$ cat src/rtl/button_bounce_gen_pkg.sv
// bounce_pkg: shared FSM state type, LFSR constants and a width helper for the bounce emulator.
package bounce_pkg;
  typedef enum logic [1:0] {IDLE, BOUNCE, SETTLE} state_t;
  localparam logic [15:0] LFSR_TAPS = 16'hB400;
  localparam logic [15:0] LFSR_SEED_DEFAULT = 16'hACE1;
  function automatic int imax(input int a, input int b);
    return a > b ? a : b;
  endfunction
endpackage

$ cat src/rtl/button_bounce_gen_if.sv
// button_bounce_gen_if: command/status bundle between a bounce emulator and its controller.
interface button_bounce_gen_if;
  logic en;
  logic level_in;
  logic noisy;
  logic busy;
  logic done;
  modport master (output en, level_in, input noisy, busy, done);
  modport slave (input en, level_in, output noisy, busy, done);
endinterface

$ cat src/rtl/button_bounce_gen_lfsr.sv
// lfsr16: 16-bit Galois LFSR that advances only when stepped; a zero seed falls back to the default.
module lfsr16
  import bounce_pkg::*;
(
  input  logic        clk,
  input  logic        reset_n,
  input  logic        step,
  input  logic [15:0] seed,
  output logic [15:0] q
);
  always_ff @(posedge clk or negedge reset_n)
    if (!reset_n) q <= (seed == '0) ? LFSR_SEED_DEFAULT : seed;
    else if (step) q <= q[0] ? ((q >> 1) ^ LFSR_TAPS) : (q >> 1);
endmodule

$ cat src/rtl/button_bounce_gen.sv
// button_bounce_gen: turns a clean level command into a bouncing contact waveform with programmable glitches and gaps.
module button_bounce_gen
  import bounce_pkg::*;
#(
  parameter int          N_BOUNCES   = 5,
  parameter int          GAP_MIN     = 125_000,
  parameter int          JITTER_MASK = 0,
  parameter int          HOLD_CYCLES = 5_000_000,
  parameter logic [15:0] SEED        = 16'hACE1
)(
  input logic               clk,
  input logic               reset_n,
  button_bounce_gen_if.slave bus
);
  localparam int GW = $clog2(GAP_MIN + JITTER_MASK + 1);
  localparam int CW = imax(GW, $clog2(HOLD_CYCLES + 1));
  localparam int TW = imax(1, $clog2(2 * N_BOUNCES + 1));
  localparam logic [CW-1:0] HOLD_LD = CW'(HOLD_CYCLES - 1);
  localparam logic [TW-1:0] TOG_LD = TW'(2 * N_BOUNCES - 1);
  state_t r_state, w_state_nx;
  logic [CW-1:0] r_cnt, w_cnt_nx, w_gap;
  logic [TW-1:0] r_tcnt, w_tcnt_nx;
  logic r_noisy, w_noisy_nx, r_settled, w_settled_nx, r_done, w_done_nx, w_step;
  logic [15:0] w_lfsr;
  lfsr16 u_lfsr (
    .clk     (clk),
    .reset_n (reset_n),
    .step    (w_step),
    .seed    (SEED),
    .q       (w_lfsr)
  );
  // Counters load gap-1 / hold-1 so the event fires exactly gap / hold edges after the load.
  assign w_gap = CW'(GAP_MIN) + CW'(w_lfsr & 16'(JITTER_MASK)) - CW'(1);
  always_ff @(posedge clk or negedge reset_n)
    if (!reset_n) begin
      r_state   <= IDLE;
      r_cnt     <= '0;
      r_tcnt    <= '0;
      r_noisy   <= 1'b0;
      r_settled <= 1'b0;
      r_done    <= 1'b0;
    end else begin
      r_state   <= w_state_nx;
      r_cnt     <= w_cnt_nx;
      r_tcnt    <= w_tcnt_nx;
      r_noisy   <= w_noisy_nx;
      r_settled <= w_settled_nx;
      r_done    <= w_done_nx;
    end
  always_comb begin
    w_state_nx   = r_state;
    w_cnt_nx     = r_cnt;
    w_tcnt_nx    = r_tcnt;
    w_noisy_nx   = r_noisy;
    w_settled_nx = r_settled;
    w_done_nx    = 1'b0;
    w_step       = 1'b0;
    case (r_state)
      IDLE: begin
        if (!bus.en) begin
          w_noisy_nx   = bus.level_in;
          w_settled_nx = bus.level_in;
        end else if (bus.level_in != r_settled) begin
          w_noisy_nx   = bus.level_in;
          w_settled_nx = bus.level_in;
          if (N_BOUNCES == 0) begin
            w_state_nx = SETTLE;
            w_cnt_nx   = HOLD_LD;
          end else begin
            w_state_nx = BOUNCE;
            w_cnt_nx   = w_gap;
            w_tcnt_nx  = TOG_LD;
            w_step     = 1'b1;
          end
        end
      end
      BOUNCE: begin
        if (r_cnt == '0) begin
          w_noisy_nx = ~r_noisy;
          if (r_tcnt == '0) begin
            w_state_nx = SETTLE;
            w_cnt_nx   = HOLD_LD;
          end else begin
            w_tcnt_nx = r_tcnt - TW'(1);
            w_cnt_nx  = w_gap;
            w_step    = 1'b1;
          end
        end else w_cnt_nx = r_cnt - CW'(1);
      end
      SETTLE: begin
        if (r_cnt == '0) begin
          w_done_nx  = 1'b1;
          w_state_nx = IDLE;
        end else w_cnt_nx = r_cnt - CW'(1);
      end
      default: w_state_nx = IDLE;
    endcase
  end
  assign bus.noisy = r_noisy;
  assign bus.busy  = r_state != IDLE;
  assign bus.done  = r_done;
endmodule

$ cat src/flat_wrapper.sv
// flat-port wrapper written by rule: the top's interface ports become plain ports
module button_bounce_gen_flat import bounce_pkg::*;
#(
  parameter int          N_BOUNCES   = 5,
  parameter int          GAP_MIN     = 125_000,
  parameter int          JITTER_MASK = 0,
  parameter int          HOLD_CYCLES = 5_000_000,
  parameter logic [15:0] SEED        = 16'hACE1
)
  (clk, reset_n, bus_en, bus_level_in, bus_noisy, bus_busy, bus_done);
  button_bounce_gen_if bus_i ();
  input logic clk;
  input logic reset_n;
  input wire logic [$bits(bus_i.en)-1:0] bus_en;
  input wire logic [$bits(bus_i.level_in)-1:0] bus_level_in;
  output wire logic [$bits(bus_i.noisy)-1:0] bus_noisy;
  output wire logic [$bits(bus_i.busy)-1:0] bus_busy;
  output wire logic [$bits(bus_i.done)-1:0] bus_done;
  assign bus_i.en = bus_en;
  assign bus_i.level_in = bus_level_in;
  assign bus_noisy = bus_i.noisy;
  assign bus_busy = bus_i.busy;
  assign bus_done = bus_i.done;
  button_bounce_gen #(.N_BOUNCES(N_BOUNCES), .GAP_MIN(GAP_MIN), .JITTER_MASK(JITTER_MASK), .HOLD_CYCLES(HOLD_CYCLES), .SEED(SEED)) u_core (.clk(clk), .reset_n(reset_n), .bus(bus_i));
endmodule
$ cat config.mk
export PLATFORM = sky130hd
export DESIGN_NAME = button_bounce_gen_flat
export DESIGN_NICKNAME = d
export VERILOG_FILES = /design/src/rtl/button_bounce_gen_pkg.sv /design/src/rtl/button_bounce_gen_if.sv /design/src/rtl/button_bounce_gen_lfsr.sv /design/src/rtl/button_bounce_gen.sv /design/src/flat_wrapper.sv
export SDC_FILE = /design/constraint.sdc
export NUM_CORES = 1
export LEC_CHECK = 0
export ABC_AREA = 1
export BUFFER_PORTS_ARGS = -buffer_cell sky130_fd_sc_hd__buf_2
export CAP_MARGIN = 0
export CORE_AREA = 2 2 78 80
export CTS_BUF_LIST = sky130_fd_sc_hd__clkbuf_4 sky130_fd_sc_hd__clkbuf_8 sky130_fd_sc_hd__clkbuf_16
export CTS_CLUSTER_DIAMETER = 120
export CTS_CLUSTER_SIZE = 8
export DETAILED_ROUTE_END_ITERATION = 8
export DIE_AREA = 0 0 80 82
export PLACE_DENSITY = 0.71
export SLEW_MARGIN = 5
export SYNTH_ARGS = -nofsm -noshare
export SYNTH_HDL_FRONTEND = slang
export SYNTH_SLANG_ARGS = --single-unit
export TNS_END_PERCENT = 10
$ cat constraint.sdc
create_clock -name clk -period 1.81 [get_ports clk]
set_clock_uncertainty 0.05 [all_clocks]
set_input_delay 0.362 -clock clk [delete_from_list [all_inputs] [get_ports clk]]
set_output_delay 0.362 -clock clk [all_outputs]
set_load 0.05 [all_outputs]
==> flow_summary.ini <==
[worst_hold_path]
worst_hold_path_type = in -> reg

[route]
initialDrtViolationCount = 210
wl_per_cell_um = 13.0
remaining_drc_errors = 0
antenna_left = 0
dr_total_vias = 2421
drt_wl_total_um = 6370
via_per_inst = 4.94
drt_first_pass_iters = 5

[layout]
final_layout_size_suffix_gt1_frac = 0.243
utilization = 0.527
ff_latch_area_um2 = 803
n_fill_cell = 564
syn2layout_area_growth_pct = 22.3
diodes = 0
finalNetCount = 426
multi_input_area_um2 = 1570

[die]
io_pins = 7
die-area_um2 = 6560
num_rows = 28
dieHeight_um = 82
start_util = 0.431
die_w_um = 80
core-area_um2 = 5750

[placement]
dpl.hpwl_um = 4740
port_buffers = 6
gp_congestion = 0.921

[setup_path]
crit_arrival_ns = 1.85
crit_type = reg -> reg
required_ns = 1.94
critPathLaunchType = flop
path_max_fanout = 6
crit_path_end_kind = flop

[clock_tree]
clkTransAtPathRegs_ns = 0.07
cts_max_level = 2
clockRootBuffer = clkbuf_8
clock_latency_ns = 0.29
cts-buffers-inserted = 5
cts_buffer_depth = 2
cts_tree = yes
clock-sinks = 32

[sta]
finalHoldViolations = 0
fin_tns_setup_ns = 0
setup_viol = 0
period_share = 0.950
holdWs_ns = 0.295
slew_violations = 0
tightest_slew_ns = 0.436
grt_setup_unrepaired = yes
relSlewSlack = 0.709
finalCriticalPeriod_ns = 1.72
timing.fmax_mhz = 582

[synthesis]
yosysSeqAreaShare = 0.324
netlist_area_um2 = 2470
synth_top_area_share = 0.324
syn_inst = 373
yosys-top-cells-area = dfrtp_1, nand2_1, inv_1
synth_area_leader_cell = dfrtp_1
synth.distinct_cells = 33
yosysWarnings = 0
syn_area_per_cell_um2 = 6.64
synth_fp_nets = 385
synth_seq_cells = 32

[global_route]
overflow = 0
grt_usage = 0.208
grt_max_degree = 18
grt_antenna_before_repair = 0
grt_pass1_wl_um = 10600
grt_pass1_vias = 2297

[power_and_ir_drop]
p_per_area_nw_per_um2 = 1670
peakVddDrop_mv = 1.11
p_leak_nw = 1.63
fin_total_pwr_w = 0.00506

[job]
drv_cap = 0

[outcome]
status = finished, final reports clean
[layer usage]
| layer | vias up | global-route usage | wire [µm] |
|---|---|---|---|
| met3 | 18 | 0.0341 | 272 |
| met1 | 1106 | 0.267 | 2910 |
| met4 | 0 | 0.112 | 199 |
| met5 | - | 0 | 0 |
| met2 | 52 | 0.338 | 3000 |
| li1 | 1245 | - | - |
[what timing repair did]
item / CTS / global route
gates resized for setup: 0 / 31
buffers inserted: 0 / 5
endpoints found under the setup margin: 0 / 28
endpoints found under the hold margin: 16 / 0
hold buffers: 1 / 0
[critical path, cell delays in order (launching register included)]
cell     delay [ns]
dfrtp_1        0.40
inv_2          0.10
ha_2           0.20
nand2_1        0.08
nor2_2         0.15
nand3_4        0.13
nand2_4        0.14
nand3_2        0.17
nand3_1        0.13
nand2_1        0.05
[metrics by stage]
stage | worst slack, ns | instance area, µm² | instances
floorplan | 0.0311 | 2480 | 373
global placement | 0.0345 | 2780 | 475
detailed placement | 0.0218 | 2780 | 475
CTS | 0.00952 | 2890 | 484
global route | -0.0200 | 3030 | 490
finish | 0.0907 | 3030 | 490
[layout make-up]
| cell class | instances | area share |
|---|---|---|
| clock buffers | 8 | 0.0322 |
| inverters | 47 | 0.0599 |
| multi-input cells | 290 | 0.517 |
| flip-flops and latches | 32 | 0.265 |
| well taps | 75 | 0.0310 |
| repair buffers | 38 | 0.0943 |
[state kept, by name, indices dropped and copies added (netlist names)]
signal,cells
u_core.bus.done,1
u_core.bus.noisy,1
u_core.r_cnt,23
u_core.r_settled,1
u_core.r_state,2
u_core.r_tcnt,4
[cells in the mapped netlist, drive strengths merged]
| library cell | count |
|---|---|
| o21ai | 17 |
| or2 | 4 |
| a21oi | 6 |
| nand3 | 36 |
| xor2 | 7 |
| nand2 | 140 |
| dfrtp | 32 |
| buf | 4 |
| nor2 | 58 |
| clkbuf | 1 |
| nor3 | 1 |
| inv | 47 |
| xnor2 | 2 |
| nand4 | 7 |
| nand3b | 1 |
| o22ai | 1 |
| o211ai | 1 |
| ha | 8 |
[kinds of logic after synthesis]
logic type / synth area share
compound gates: 0.0622
xor+xnor: 0.0319
fa+ha+maj: 0.0404
buf+inv: 0.0870
flops: 0.324
simple gates: 0.455
[final timing paths]
path	from	to	slack, ns	depth (start not counted)
max	u_core.r_cnt[0]	u_core.r_cnt[5]	0.09	9
min	bus_level_in	u_core.r_settled	0.29	3
max reg2reg	u_core.r_cnt[0]	u_core.r_cnt[5]	0.09	9
min reg2reg	u_core.r_tcnt[1]	u_core.r_tcnt[1]	0.44	2
max in group asynchronous	reset_n	u_core.r_cnt[2]	0.77	3
min in group asynchronous	reset_n	u_core.r_cnt[9]	0.49	2
[cell usage in the layout (no fill, tap or decap), types with 3 or more instances in the layout]
cell type	netlist	routed
nand2_1	132	131
inv_1	44	40
nor2_1	43	36
nand3_1	33	31
buf_4	1	30
dfrtp_1	32	30
nor2_2	12	13
o21ai_0	13	12
nor2_4	2	9
xor2_1	7	7
nand4_1	6	6
clkbuf_8	0	6
buf_2	1	6
inv_2	3	5
nand2_2	6	5
a21oi_1	5	5
ha_1	8	5
nand3_2	3	4
nand2_4	2	4
o21ai_1	2	3
[report_power, final]
part           internal [W]  switching (W)
clock              0.000340       0.000274
combinational       0.00121        0.00213
sequential         0.000916       0.000201
total               0.00246        0.00260
Power figures use the tool's default switching activity.
